==> src/rtl/branch_predictor_gshare_if.sv <==
// Fetch/execute <-> direction predictor bundle.
//   master: drives lookup, update, flush and statistics-clear requests; receives
//           the registered prediction and the statistics counters.
//   slave : the predictor itself.
interface branch_predictor_gshare_if #(
  parameter int unsigned PC_W   = 32,
  parameter int unsigned IDX_W  = 5,
  parameter int unsigned STAT_W = 32
);
  logic              en;
  logic              lookup_valid;
  logic [PC_W-1:0]   lookup_pc;
  logic              pred_valid;
  logic              pred_taken;
  logic [IDX_W-1:0]  pred_index;
  logic              update_valid;
  logic [IDX_W-1:0]  update_index;
  logic              update_taken;
  logic              update_mispredict;
  logic              flush;
  logic              stats_clr;
  logic [STAT_W-1:0] lookup_cnt;
  logic [STAT_W-1:0] mispred_cnt;

  modport master (
    output en, lookup_valid, lookup_pc, update_valid, update_index, update_taken,
           update_mispredict, flush, stats_clr,
    input  pred_valid, pred_taken, pred_index, lookup_cnt, mispred_cnt
  );

  modport slave (
    input  en, lookup_valid, lookup_pc, update_valid, update_index, update_taken,
           update_mispredict, flush, stats_clr,
    output pred_valid, pred_taken, pred_index, lookup_cnt, mispred_cnt
  );
endinterface

==> src/rtl/branch_predictor_gshare.sv <==
// Bimodal / gshare branch direction predictor.
//   clk    : rising-edge clock
//   arst_n : asynchronous active-low reset
//   bus    : slave side of branch_predictor_gshare_if
//            lookup_*  -> registered pred_valid/pred_taken/pred_index one cycle later
//            update_*  -> trains saturating counter at update_index and the history
//            flush     -> clears history, drops a same-cycle lookup
//            stats_*   -> saturating lookup / mispredict counters
module branch_predictor_gshare #(
  parameter int unsigned ENTRIES = 32,
  parameter int unsigned CTR_W   = 2,
  parameter int unsigned GHR_W   = 4,
  parameter int unsigned MODE    = 1,
  parameter int unsigned PC_W    = 32,
  parameter int unsigned STAT_W  = 32
) (
  input logic                    clk,
  input logic                    arst_n,
  branch_predictor_gshare_if.slave bus
);
  localparam int unsigned IDX_W = $clog2(ENTRIES);

  typedef logic [CTR_W-1:0] ctr_t;
  localparam ctr_t CtrWnt = ctr_t'((1 << (CTR_W - 1)) - 1);
  localparam ctr_t CtrMax = {CTR_W{1'b1}};
  localparam logic [STAT_W-1:0] StatMax = {STAT_W{1'b1}};

  ctr_t              ctr_q [ENTRIES];
  ctr_t              ctr_d [ENTRIES];
  logic [GHR_W-1:0]  ghr_q, ghr_d;
  logic              pred_valid_q, pred_valid_d;
  logic              pred_taken_q, pred_taken_d;
  logic [IDX_W-1:0]  pred_index_q, pred_index_d;
  logic [STAT_W-1:0] lookup_cnt_q, lookup_cnt_d;
  logic [STAT_W-1:0] mispred_cnt_q, mispred_cnt_d;

  logic             upd, look, do_flush;
  logic [IDX_W-1:0] pc_idx, lookup_idx;
  ctr_t             upd_ctr;

  assign upd      = bus.en & bus.update_valid;
  assign look     = bus.en & bus.lookup_valid & ~bus.flush;
  assign do_flush = bus.en & bus.flush;
  assign pc_idx   = bus.lookup_pc[IDX_W+1:2];
  // Hash uses the history before any same-cycle update.
  assign lookup_idx = pc_idx ^ ((MODE == 1) ? IDX_W'(ghr_q) : '0);
  assign upd_ctr    = ctr_q[bus.update_index];

  logic unused_pc;
  assign unused_pc = ^{bus.lookup_pc[PC_W-1:IDX_W+2], bus.lookup_pc[1:0]};

  always_comb begin
    ctr_d         = ctr_q;
    ghr_d         = ghr_q;
    pred_valid_d  = look;
    pred_taken_d  = pred_taken_q;
    pred_index_d  = pred_index_q;
    lookup_cnt_d  = lookup_cnt_q;
    mispred_cnt_d = mispred_cnt_q;

    if (upd) begin
      if (bus.update_taken) begin
        if (upd_ctr != CtrMax) ctr_d[bus.update_index] = upd_ctr + ctr_t'(1);
      end else begin
        if (upd_ctr != '0) ctr_d[bus.update_index] = upd_ctr - ctr_t'(1);
      end
      // Truncation keeps {ghr[GHR_W-2:0], taken}, also valid for GHR_W == 1.
      ghr_d = GHR_W'({ghr_q, bus.update_taken});
    end
    if (do_flush) ghr_d = '0;

    if (look) begin
      // Reading ctr_d gives the write-to-read bypass for a same-index update.
      pred_taken_d = ctr_d[lookup_idx][CTR_W-1];
      pred_index_d = lookup_idx;
    end

    if (bus.stats_clr) begin
      lookup_cnt_d  = '0;
      mispred_cnt_d = '0;
    end else begin
      if (look && lookup_cnt_q != StatMax) lookup_cnt_d = lookup_cnt_q + STAT_W'(1);
      if (upd && bus.update_mispredict && mispred_cnt_q != StatMax) begin
        mispred_cnt_d = mispred_cnt_q + STAT_W'(1);
      end
    end
  end

  always_ff @(posedge clk or negedge arst_n) begin
    if (!arst_n) begin
      for (int i = 0; i < int'(ENTRIES); i++) ctr_q[i] <= CtrWnt;
      ghr_q         <= '0;
      pred_valid_q  <= 1'b0;
      pred_taken_q  <= 1'b0;
      pred_index_q  <= '0;
      lookup_cnt_q  <= '0;
      mispred_cnt_q <= '0;
    end else begin
      ctr_q         <= ctr_d;
      ghr_q         <= ghr_d;
      pred_valid_q  <= pred_valid_d;
      pred_taken_q  <= pred_taken_d;
      pred_index_q  <= pred_index_d;
      lookup_cnt_q  <= lookup_cnt_d;
      mispred_cnt_q <= mispred_cnt_d;
    end
  end

  assign bus.pred_valid  = pred_valid_q;
  assign bus.pred_taken  = pred_taken_q;
  assign bus.pred_index  = pred_index_q;
  assign bus.lookup_cnt  = lookup_cnt_q;
  assign bus.mispred_cnt = mispred_cnt_q;
endmodule

==> src/flat_wrapper.sv <==
// flat-port wrapper written by rule: the top's interface ports become plain ports
module branch_predictor_gshare_flat 
#(
  parameter int unsigned ENTRIES = 32,
  parameter int unsigned CTR_W   = 2,
  parameter int unsigned GHR_W   = 4,
  parameter int unsigned MODE    = 1,
  parameter int unsigned PC_W    = 32,
  parameter int unsigned STAT_W  = 32
)
  (clk, arst_n, bus_en, bus_lookup_valid, bus_lookup_pc, bus_update_valid, bus_update_index, bus_update_taken, bus_update_mispredict, bus_flush, bus_stats_clr, bus_pred_valid, bus_pred_taken, bus_pred_index, bus_lookup_cnt, bus_mispred_cnt);
  branch_predictor_gshare_if #(.PC_W(PC_W), .IDX_W((5)), .STAT_W(STAT_W)) bus_i ();
  input logic clk;
  input logic arst_n;
  input wire logic [$bits(bus_i.en)-1:0] bus_en;
  input wire logic [$bits(bus_i.lookup_valid)-1:0] bus_lookup_valid;
  input wire logic [$bits(bus_i.lookup_pc)-1:0] bus_lookup_pc;
  input wire logic [$bits(bus_i.update_valid)-1:0] bus_update_valid;
  input wire logic [$bits(bus_i.update_index)-1:0] bus_update_index;
  input wire logic [$bits(bus_i.update_taken)-1:0] bus_update_taken;
  input wire logic [$bits(bus_i.update_mispredict)-1:0] bus_update_mispredict;
  input wire logic [$bits(bus_i.flush)-1:0] bus_flush;
  input wire logic [$bits(bus_i.stats_clr)-1:0] bus_stats_clr;
  output wire logic [$bits(bus_i.pred_valid)-1:0] bus_pred_valid;
  output wire logic [$bits(bus_i.pred_taken)-1:0] bus_pred_taken;
  output wire logic [$bits(bus_i.pred_index)-1:0] bus_pred_index;
  output wire logic [$bits(bus_i.lookup_cnt)-1:0] bus_lookup_cnt;
  output wire logic [$bits(bus_i.mispred_cnt)-1:0] bus_mispred_cnt;
  assign bus_i.en = bus_en;
  assign bus_i.lookup_valid = bus_lookup_valid;
  assign bus_i.lookup_pc = bus_lookup_pc;
  assign bus_i.update_valid = bus_update_valid;
  assign bus_i.update_index = bus_update_index;
  assign bus_i.update_taken = bus_update_taken;
  assign bus_i.update_mispredict = bus_update_mispredict;
  assign bus_i.flush = bus_flush;
  assign bus_i.stats_clr = bus_stats_clr;
  assign bus_pred_valid = bus_i.pred_valid;
  assign bus_pred_taken = bus_i.pred_taken;
  assign bus_pred_index = bus_i.pred_index;
  assign bus_lookup_cnt = bus_i.lookup_cnt;
  assign bus_mispred_cnt = bus_i.mispred_cnt;
  branch_predictor_gshare #(.ENTRIES(ENTRIES), .CTR_W(CTR_W), .GHR_W(GHR_W), .MODE(MODE), .PC_W(PC_W), .STAT_W(STAT_W)) u_core (.clk(clk), .arst_n(arst_n), .bus(bus_i));
endmodule
==> config.mk <==
export PLATFORM = sky130hd
export DESIGN_NAME = branch_predictor_gshare_flat
export DESIGN_NICKNAME = d
export VERILOG_FILES = /design/src/rtl/branch_predictor_gshare_if.sv /design/src/rtl/branch_predictor_gshare.sv /design/src/flat_wrapper.sv
export SDC_FILE = /design/constraint.sdc
export NUM_CORES = 1
export LEC_CHECK = 0
export BUFFER_PORTS_ARGS = -buffer_cell sky130_fd_sc_hd__clkbuf_2
export CORE_MARGIN = 2
export CORE_UTILIZATION = 57
export DETAILED_ROUTE_END_ITERATION = 8
export PLACE_DENSITY_LB_ADDON = 0.2
export SYNTH_ARGS = -nofsm -noshare
export SYNTH_HDL_FRONTEND = slang
export SYNTH_SLANG_ARGS = --single-unit
==> constraint.sdc <==
create_clock -name clk -period 4.4 [get_ports clk]
set_input_delay 0.88 -clock clk [delete_from_list [all_inputs] [get_ports clk]]
set_output_delay 0.88 -clock clk [all_outputs]
set_load 0.05 [all_outputs]
## After elaboration in Yosys (flattened, before gate mapping)

Cells that the tools add are included.

| word-level totals | value |
|---|---|
| flip-flop bits (word level) | 139 |
| output and inout bits | 71 |

| cells by class | value |
|---|---|
| $add $sub $neg | 4 |
| magnitude comparators | 3 |
| equal/unequal tests | 3 |
| multiplexer cells | 20 |
| bitwise gates (word level) | 8 |
| reduce and logical (&&, ||, !) cells | 8 |

Operators with widths:

| cell | number |
|---|---|
| $mux W64 | 4 |
| $bwmux W64 | 2 |
| $mux W32 | 4 |
| $add A32 B1 Y32 const B | 2 |
| $ne A32 B32 Y1 const B | 2 |
| $bmux W2 S5 | 2 |
| $ge A6 B6 Y1 const B | 2 |
| $not A5 Y6 | 2 |
| $demux W2 S5 | 1 |
| $mux W2 | 5 |
| $mux W4 | 2 |
| $reduce_bool A2 Y1 | 4 |
| $lt A6 B1 Y1 const B | 1 |
| $xor A5 B4 Y5 | 1 |
| $and A1 B1 Y1 | 4 |
| $logic_and A1 B1 Y1 | 4 |
| $add A2 B1 Y2 const B | 1 |
| $ne A2 B2 Y1 const B | 1 |
| $sub A2 B1 Y2 const B | 1 |
| $not A1 Y1 | 1 |

## Depth between registers and ports, before layout

Gate-level depths: netlist of the first run.

| depth | value |
|---|---|
| depth in word-level cells | 12 |
| depth in mapped cells | 17 |

## Least setup slack after synthesis of the first run

No wires, ideal clock.

| path | value |
|---|---|
| path type | in2reg |
| start point | input bus_update_index[0] |
| end point | register u_core.pred_taken_q, in the netlist u_core.bus.pred_taken |
| library setup time | 0.126 ns |
| data arrival time | 3.928 ns |
| data required time | 4.274 ns |
| setup slack | 0.346 ns |
| stages on the path | 15 |
| path through | buf_6 > mux4_1 > a22oi_1 > and4_1 > buf_2 > inv_2 > buf_2 > ha_1 > or3b_4 > a21boi_4 > a211oi_1 > a2111oi_0 > nor4_1 > a211oi_2 > a21oi_1 |

| between the ends | value |
|---|---|
| longest elaborated chain between the ends | 12 |
| elaborated cells between the ends (all ways) | 22 |
| those cells by class | 2 x add/sub; 2 x order compare; 1 x eq/ne; 14 x mux; 1 x bitwise; 2 x reduce/logical |

Ends and longest elaborated chain:

| item | RTL line | source |
|---|---|---|
| start, declared | flat_wrapper.sv:19 | `input wire logic [$bits(bus_i.update_index)-1:0] bus_update_index;` |
| $not A5 Y6 (not written as such) (*) | branch_predictor_gshare.sv:47, branch_predictor_gshare.sv:63, branch_predictor_gshare.sv:65 |  |
| $bmux W2 S5 (tied with other cells) | branch_predictor_gshare.sv:47 | `assign upd_ctr = ctr_q[bus.update_index];` |
| $mux W2 (not written as such) / $logic_and A1 B1 Y1 (equally long branches) | branch_predictor_gshare.sv:47, branch_predictor_gshare.sv:63, branch_predictor_gshare.sv:65 |  |
| $mux W2, on equally long branches | branch_predictor_gshare.sv:47, branch_predictor_gshare.sv:63, branch_predictor_gshare.sv:65 |  |
| $sub A2 B1 Y2 (tied with other cells) | branch_predictor_gshare.sv:65 | `if (upd_ctr != '0) ctr_d[bus.update_index] = upd_ctr - ctr_t'(1);` |
| $bwmux W64, on equally long branches | branch_predictor_gshare.sv:65, branch_predictor_gshare.sv:63 |  |
| $mux W64, on equally long branches | branch_predictor_gshare.sv:65, branch_predictor_gshare.sv:63 |  |
| $mux W64 (*) | branch_predictor_gshare.sv:62 | `if (bus.update_taken) begin` |
| $mux W64 (*) | branch_predictor_gshare.sv:61 | `if (upd) begin` |
| $bmux W2 S5 (*) | branch_predictor_gshare.sv:74 | `pred_taken_d = ctr_d[lookup_idx][CTR_W-1];` |
| $mux W2 (not written as such) (*) (2 in a row) | branch_predictor_gshare.sv:74 |  |
| end signal, assigned | branch_predictor_gshare.sv:102 | `pred_taken_q <= pred_taken_d;` |
| end, declared | branch_predictor_gshare.sv:32 | `logic pred_taken_q, pred_taken_d;` |

Every way passes the cells marked *; elsewhere a longest branch is shown, timed or not. The select of a mux whose other input is x is not followed.
A chain may end at the register's enable or synchronous reset.

## Worst setup path in the final report of the first run

Same ends and word-level chain as after synthesis.

==> results of run 1 <==
[power by group]
part           internal [mW]  switching (mW)  total (mW)
logic                  0.218           0.345       0.563
registers               1.44          0.0699        1.51
clock network          0.942           0.567        1.51
[cell usage after synthesis, types with 15 or more instances]
library cell,number,area (sq um)
mux4_1,16,420
xnor2_1,35,307
or3_1,15,93.8
nor2_1,68,255
nand3_1,30,150
o21ai_0,48,240
dfrtp_1,107,2680
a21oi_1,50,250
xor2_1,19,166
dfstp_2,32,841
clkbuf_1,26,97.6
nand2_1,85,319
a31oi_1,33,206
nand4_1,15,93.8
a211oi_1,30,225
[layout by cell type (no fill, tap or decap), types with 16 or more instances in the layout]
master,instances
buf_4,34
o21ai_0,48
a21oi_1,50
xor2_1,19
dfrtp_1,107
xnor2_1,35
clkbuf_16,17
clkbuf_2,88
mux4_1,16
a31oi_1,33
a211oi_1,30
nor2_1,68
nand2_1,85
nand3_1,30
dfstp_2,32
[worst max-delay path: stages]
cell and delay (ns):
clkbuf_2 0.14, buf_12 0.16, mux4_1 0.58, a22oi_1 0.24
and4_1 0.33, ha_1 0.28, or3b_4 0.46, a21boi_4 0.15
buf_4 0.22, a211oi_1 0.09, o21ai_0 0.33, a221oi_1 0.13
o21ai_0 0.23, a21oi_1 0.10
[path summary, 6_finish.rpt]
check	start	endpoint	cells past startpoint
max	bus_update_index[0]	u_core.bus.pred_taken	14
min	register	register	2
max reg2reg	register	u_core.bus.pred_taken	12
min reg2reg	register	register	2
max in group asynchronous	arst_n	u_core.bus.lookup_cnt[13]	2
min in group asynchronous	arst_n	u_core.bus.mispred_cnt[11]	1
[metrics by stage]
step                      util [%]  std cells
after CTS                     67.7       1040
after global placement        62.9       1008
after detailed placement      62.9       1008
after floorplan                  -        759
final                         67.7       1040
after global routing          67.7       1040
[final cells by class]
| type | instances | share of cell area [%] |
|---|---|---|
| Timing Repair Buffer | 125 | 8.43 |
| Inverter | 15 | 0.636 |
| Clock buffer | 20 | 5.27 |
| Sequential cell | 139 | 39.7 |
| Multi-Input combinational cell | 553 | 41.6 |
| Clock inverter | 12 | 1.85 |
| Tap cell | 176 | 2.49 |
[layer usage]
layer,up-vias,GRT usage (%)
met5,-,0
met2,212,44.8
li1,2954,-
met4,0,10.4
met1,3146,36.2
met3,38,7.18
[cell families (layout without fill, tap and decap cells)]
family,count (synthesis),after routing,share of synthesized area (%)
compound gates,192,192,16.1
fa+ha+maj,4,4,0.662
buf+inv,67,172,4.91
mux,24,24,6.75
xor+xnor,54,54,6.25
simple gates,279,279,18.8
flops,139,139,46.5
==> out/qor.csv, run 1 <==
metric,value,unit
insertion_delay,0.43,ns
rsz0062_at_grt,no,
maxCapViolations,0,
grt_pass1_vias,6185,
slew_headroom,39.0,%
die_h,119,um
cts_setup_buffers,0,
htree_levels,4,
grt-ovfl-total,0,
required,4.70,ns
outcome,finished clean,
clkTransAtPathRegs,0.06,ns
gp_congestion,0.890,
p_leak,3.82,nW
crit_type,primary input to register,
die-area,0.0142,sq mm
worst_slew_pin_slew,0.909,ns
ff_latch_area,0.00352,sq mm
fmax,248,MHz
hold_ws,0.462,ns
drt-met1-wl,8.01,mm
diodes,0,
min_path_type,register to register,
clk_path_buf_depth,2,
dr_wl_met3,1.14,mm
yosys_warnings,0,
nFillCells,1002,
drcViolationCount,0,
final_area,0.00886,sq mm
area_growth_syn_to_layout,17.1,%
finalHoldViolations,0,
avgSynthCellArea,9.97,sq um
totalWireLength,18.8,mm
coreArea,0.0131,sq mm
maxSlewViolCount,0,
ios,117,
fin_setup_tns,0,ns
topRoutingLayerUsed,met4,
place_area,0.00823,sq mm
ys_types,58,
fin_skew,0.0103,ns
critPathLaunchType,primary input,
ir_drop,0.394,mV
fin_ws,0.367,ns
die_w,119,um
clock-root-buffer,clkbuf_16,
initial_core_util,57.8,%
yosysSeqAreaShare,46.5,%
antenna_found_initial,0,
ctsHoldBuffers,0,
period_minus_slack,4.03,ns
place_hpwl,12.8,mm
multi_input_area,0.00368,sq mm
rows,42,
synth-seq-cells,139,
met2_length,9.29,mm
crit_fanout,14,
layout-drive-gt1-share,25.1,%
endpoint_kind,register,
routed_via_density,6.11,
drtIter0Drc,490,
globalRouteTotalUtil,27.7,%
drt-wirelength-per-cell,18.1,um
netlist_area,0.00756,sq mm
syn_nets,809,
async_flop_share,100,%
first_pass_iters,6,
ys.flop_type,dfrtp_1,
r2r_slack,0.84,ns
ant_nets,0,
tritoncts,done,
synthCells,759,
cts_made_buffers,17,
port_buffers,89,
clock-sinks,139,
grt_first_pass_wirelength,31.1,mm
cp.arrival,4.34,ns
postCtsResizedCells,0,
nNetsFinal,901,
powerDensity,404,mW/mm^2
power.total,3.58,mW
vias,6350,
period_share,91.7,%
grt_max_degree,93,
dp_slack,-0.0147,ns
synth_edf_count,0,
setup-violations-final,0,
Note: power is estimated with default switching activity, not from simulation.
==> inputs of run 2 (changes only) <==
- CORE_UTILIZATION: 57 -> 59
- CTS_BUF_LIST: unset -> sky130_fd_sc_hd__clkbuf_8
==> run 2 against run 1 <==
Against the previous run: total power decreased by 11%; setup slack gained 0.047 ns; clock skew fell by 0.0010 ns.
==> out/qor.csv, run 2 (synthesized netlist as in run 1, its figures left out) <==
metric,value,unit
fmax,251,MHz
clkTransAtPathRegs,0.08,ns
cts_made_buffers,17,
p_leak,3.74,nW
layout_common_cells,"dfrtp_1, clkbuf_2, nand2_1",
diodes,0,
vias,6365,
drt-wirelength-per-cell,18.0,um
drtIter0Drc,681,
grt_pass1_vias,6287,
rows,41,
nNetsFinal,902,
critPathLaunchType,primary input,
final_area,0.00866,sq mm
totalWireLength,18.7,mm
grt_util_met1,37.4,%
period_minus_slack,3.99,ns
grt-ovfl-total,0,
crit_type,primary input to register,
busiest_layer,met2,
area_growth_syn_to_layout,14.4,%
maxCapViolations,0,
port_buffers,89,
tritoncts,done,
maxSlewViolCount,0,
slew_headroom,22.0,%
pwr-share-clk,35.1,%
htree_levels,4,
routed_via_density,6.15,
clk_path_buf_depth,2,
place_hpwl,12.8,mm
min_path_type,register to register,
globalRouteTotalUtil,28.7,%
antenna_found_initial,0,
p_switching,895,uW
initial_core_util,60.2,%
first_pass_iters,5,
p_comb_share,17.5,%
drcViolationCount,0,
cp.arrival,4.33,ns
dp_cells,1005,
powerDensity,367,mW/mm^2
die_h,117,um
setup-violations-final,0,
fin_util,68.9,%
final_common_cell,dfrtp_1,
grt_first_pass_wirelength,30.7,mm
endpoint_kind,register,
ios,117,
clock-sinks,139,
required,4.74,ns
outcome,finished clean,
crit_fanout,8,
intPower,2.28,mW
rsz0062_at_grt,no,
finalHoldViolations,0,
die_w,117,um
seq_power_share,47.4,%
swShare,28.2,%
ir_drop,0.216,mV
insertion_delay,0.46,ns
grt_max_degree,103,
die-area,0.0137,sq mm
clock-root-buffer,clkbuf_8,
coreArea,0.0126,sq mm
met2_usage,45.6,%
grtUsageMet3,7.78,%
period_share,90.6,%
postCtsResizedCells,0,
layout-drive-gt1-share,24.6,%
worst_slew_pin_slew,1.17,ns
ant_nets,0,
cts_setup_buffers,0,
final_cells,1035,
ctsHoldBuffers,0,
place_area,0.00824,sq mm
fin_skew,0.00929,ns
gp_congestion,0.892,
-- run 2: stage by stage --
| step | setup TNS (ns) | total power [mW] | worst slack, ns | hold WS (ns) |
|---|---|---|---|---|
| after floorplan | 0 | 1.89 | 0.346 | 0.439 |
| after global placement | 0 | 2.05 | 0.0223 | 0.447 |
| after detailed placement | -0.0360 | 2.08 | -0.0360 | 0.456 |
| after CTS | 0 | 3.19 | 0.468 | 0.466 |
| after global routing | 0 | 3.32 | 0.116 | 0.487 |
| final | 0 | 3.18 | 0.414 | 0.465 |
-- run 2: area by class of cell --
cell class	count	area (sq um)
Tap cell	172	215
Inverter	15	56.3
Multi-Input combinational cell	553	3680
Fill cell	950	3910
Sequential cell	139	3520
Clock inverter	11	155
Timing Repair Buffer	126	767
Clock buffer	19	262
-- run 2: path summary, 6_finish.rpt --
path | to | cells after the start | slack, ns | from
max | u_core.bus.pred_taken | 14 | 0.41 | bus_update_index[0]
min | register | 2 | 0.46 | register
max reg2reg | u_core.bus.pred_taken | 13 | 0.81 | u_core.ctr_q[5]
min reg2reg | register | 2 | 0.46 | register
max in group asynchronous | u_core.bus.lookup_cnt[11] | 2 | 3.00 | arst_n
min in group asynchronous | u_core.ctr_q[39] | 1 | 0.55 | arst_n
-- run 2: power groups by stage --
stage          sequential, mW  combinational, mW  clock (mW)
2_1_floorplan            1.54              0.344           0
5_1_grt                  1.52              0.606        1.19
3_5_place_dp             1.53              0.551           0
6_report                 1.51              0.557        1.11
4_1_cts                  1.50              0.552        1.13
3_3_place_gp             1.52              0.529           0
-- run 2: metal layers --
layer	share of wire (%)	vias to the layer above
met2	49	237
met3	6.2	40
li1	-	2942
met4	2.0	0
met5	0	-
met1	43	3146
-- run 2: worst max-delay path: stages --
cell and delay [ns]:
clkbuf_2 0.17, buf_12 0.15, mux4_1 0.59, a22oi_1 0.22, and4_1 0.30, ha_1 0.27
or3b_4 0.47, a21boi_2 0.27, buf_4 0.21, a211oi_1 0.08, o21ai_0 0.23, a221oi_1 0.13
o21ai_0 0.25, a21oi_1 0.10
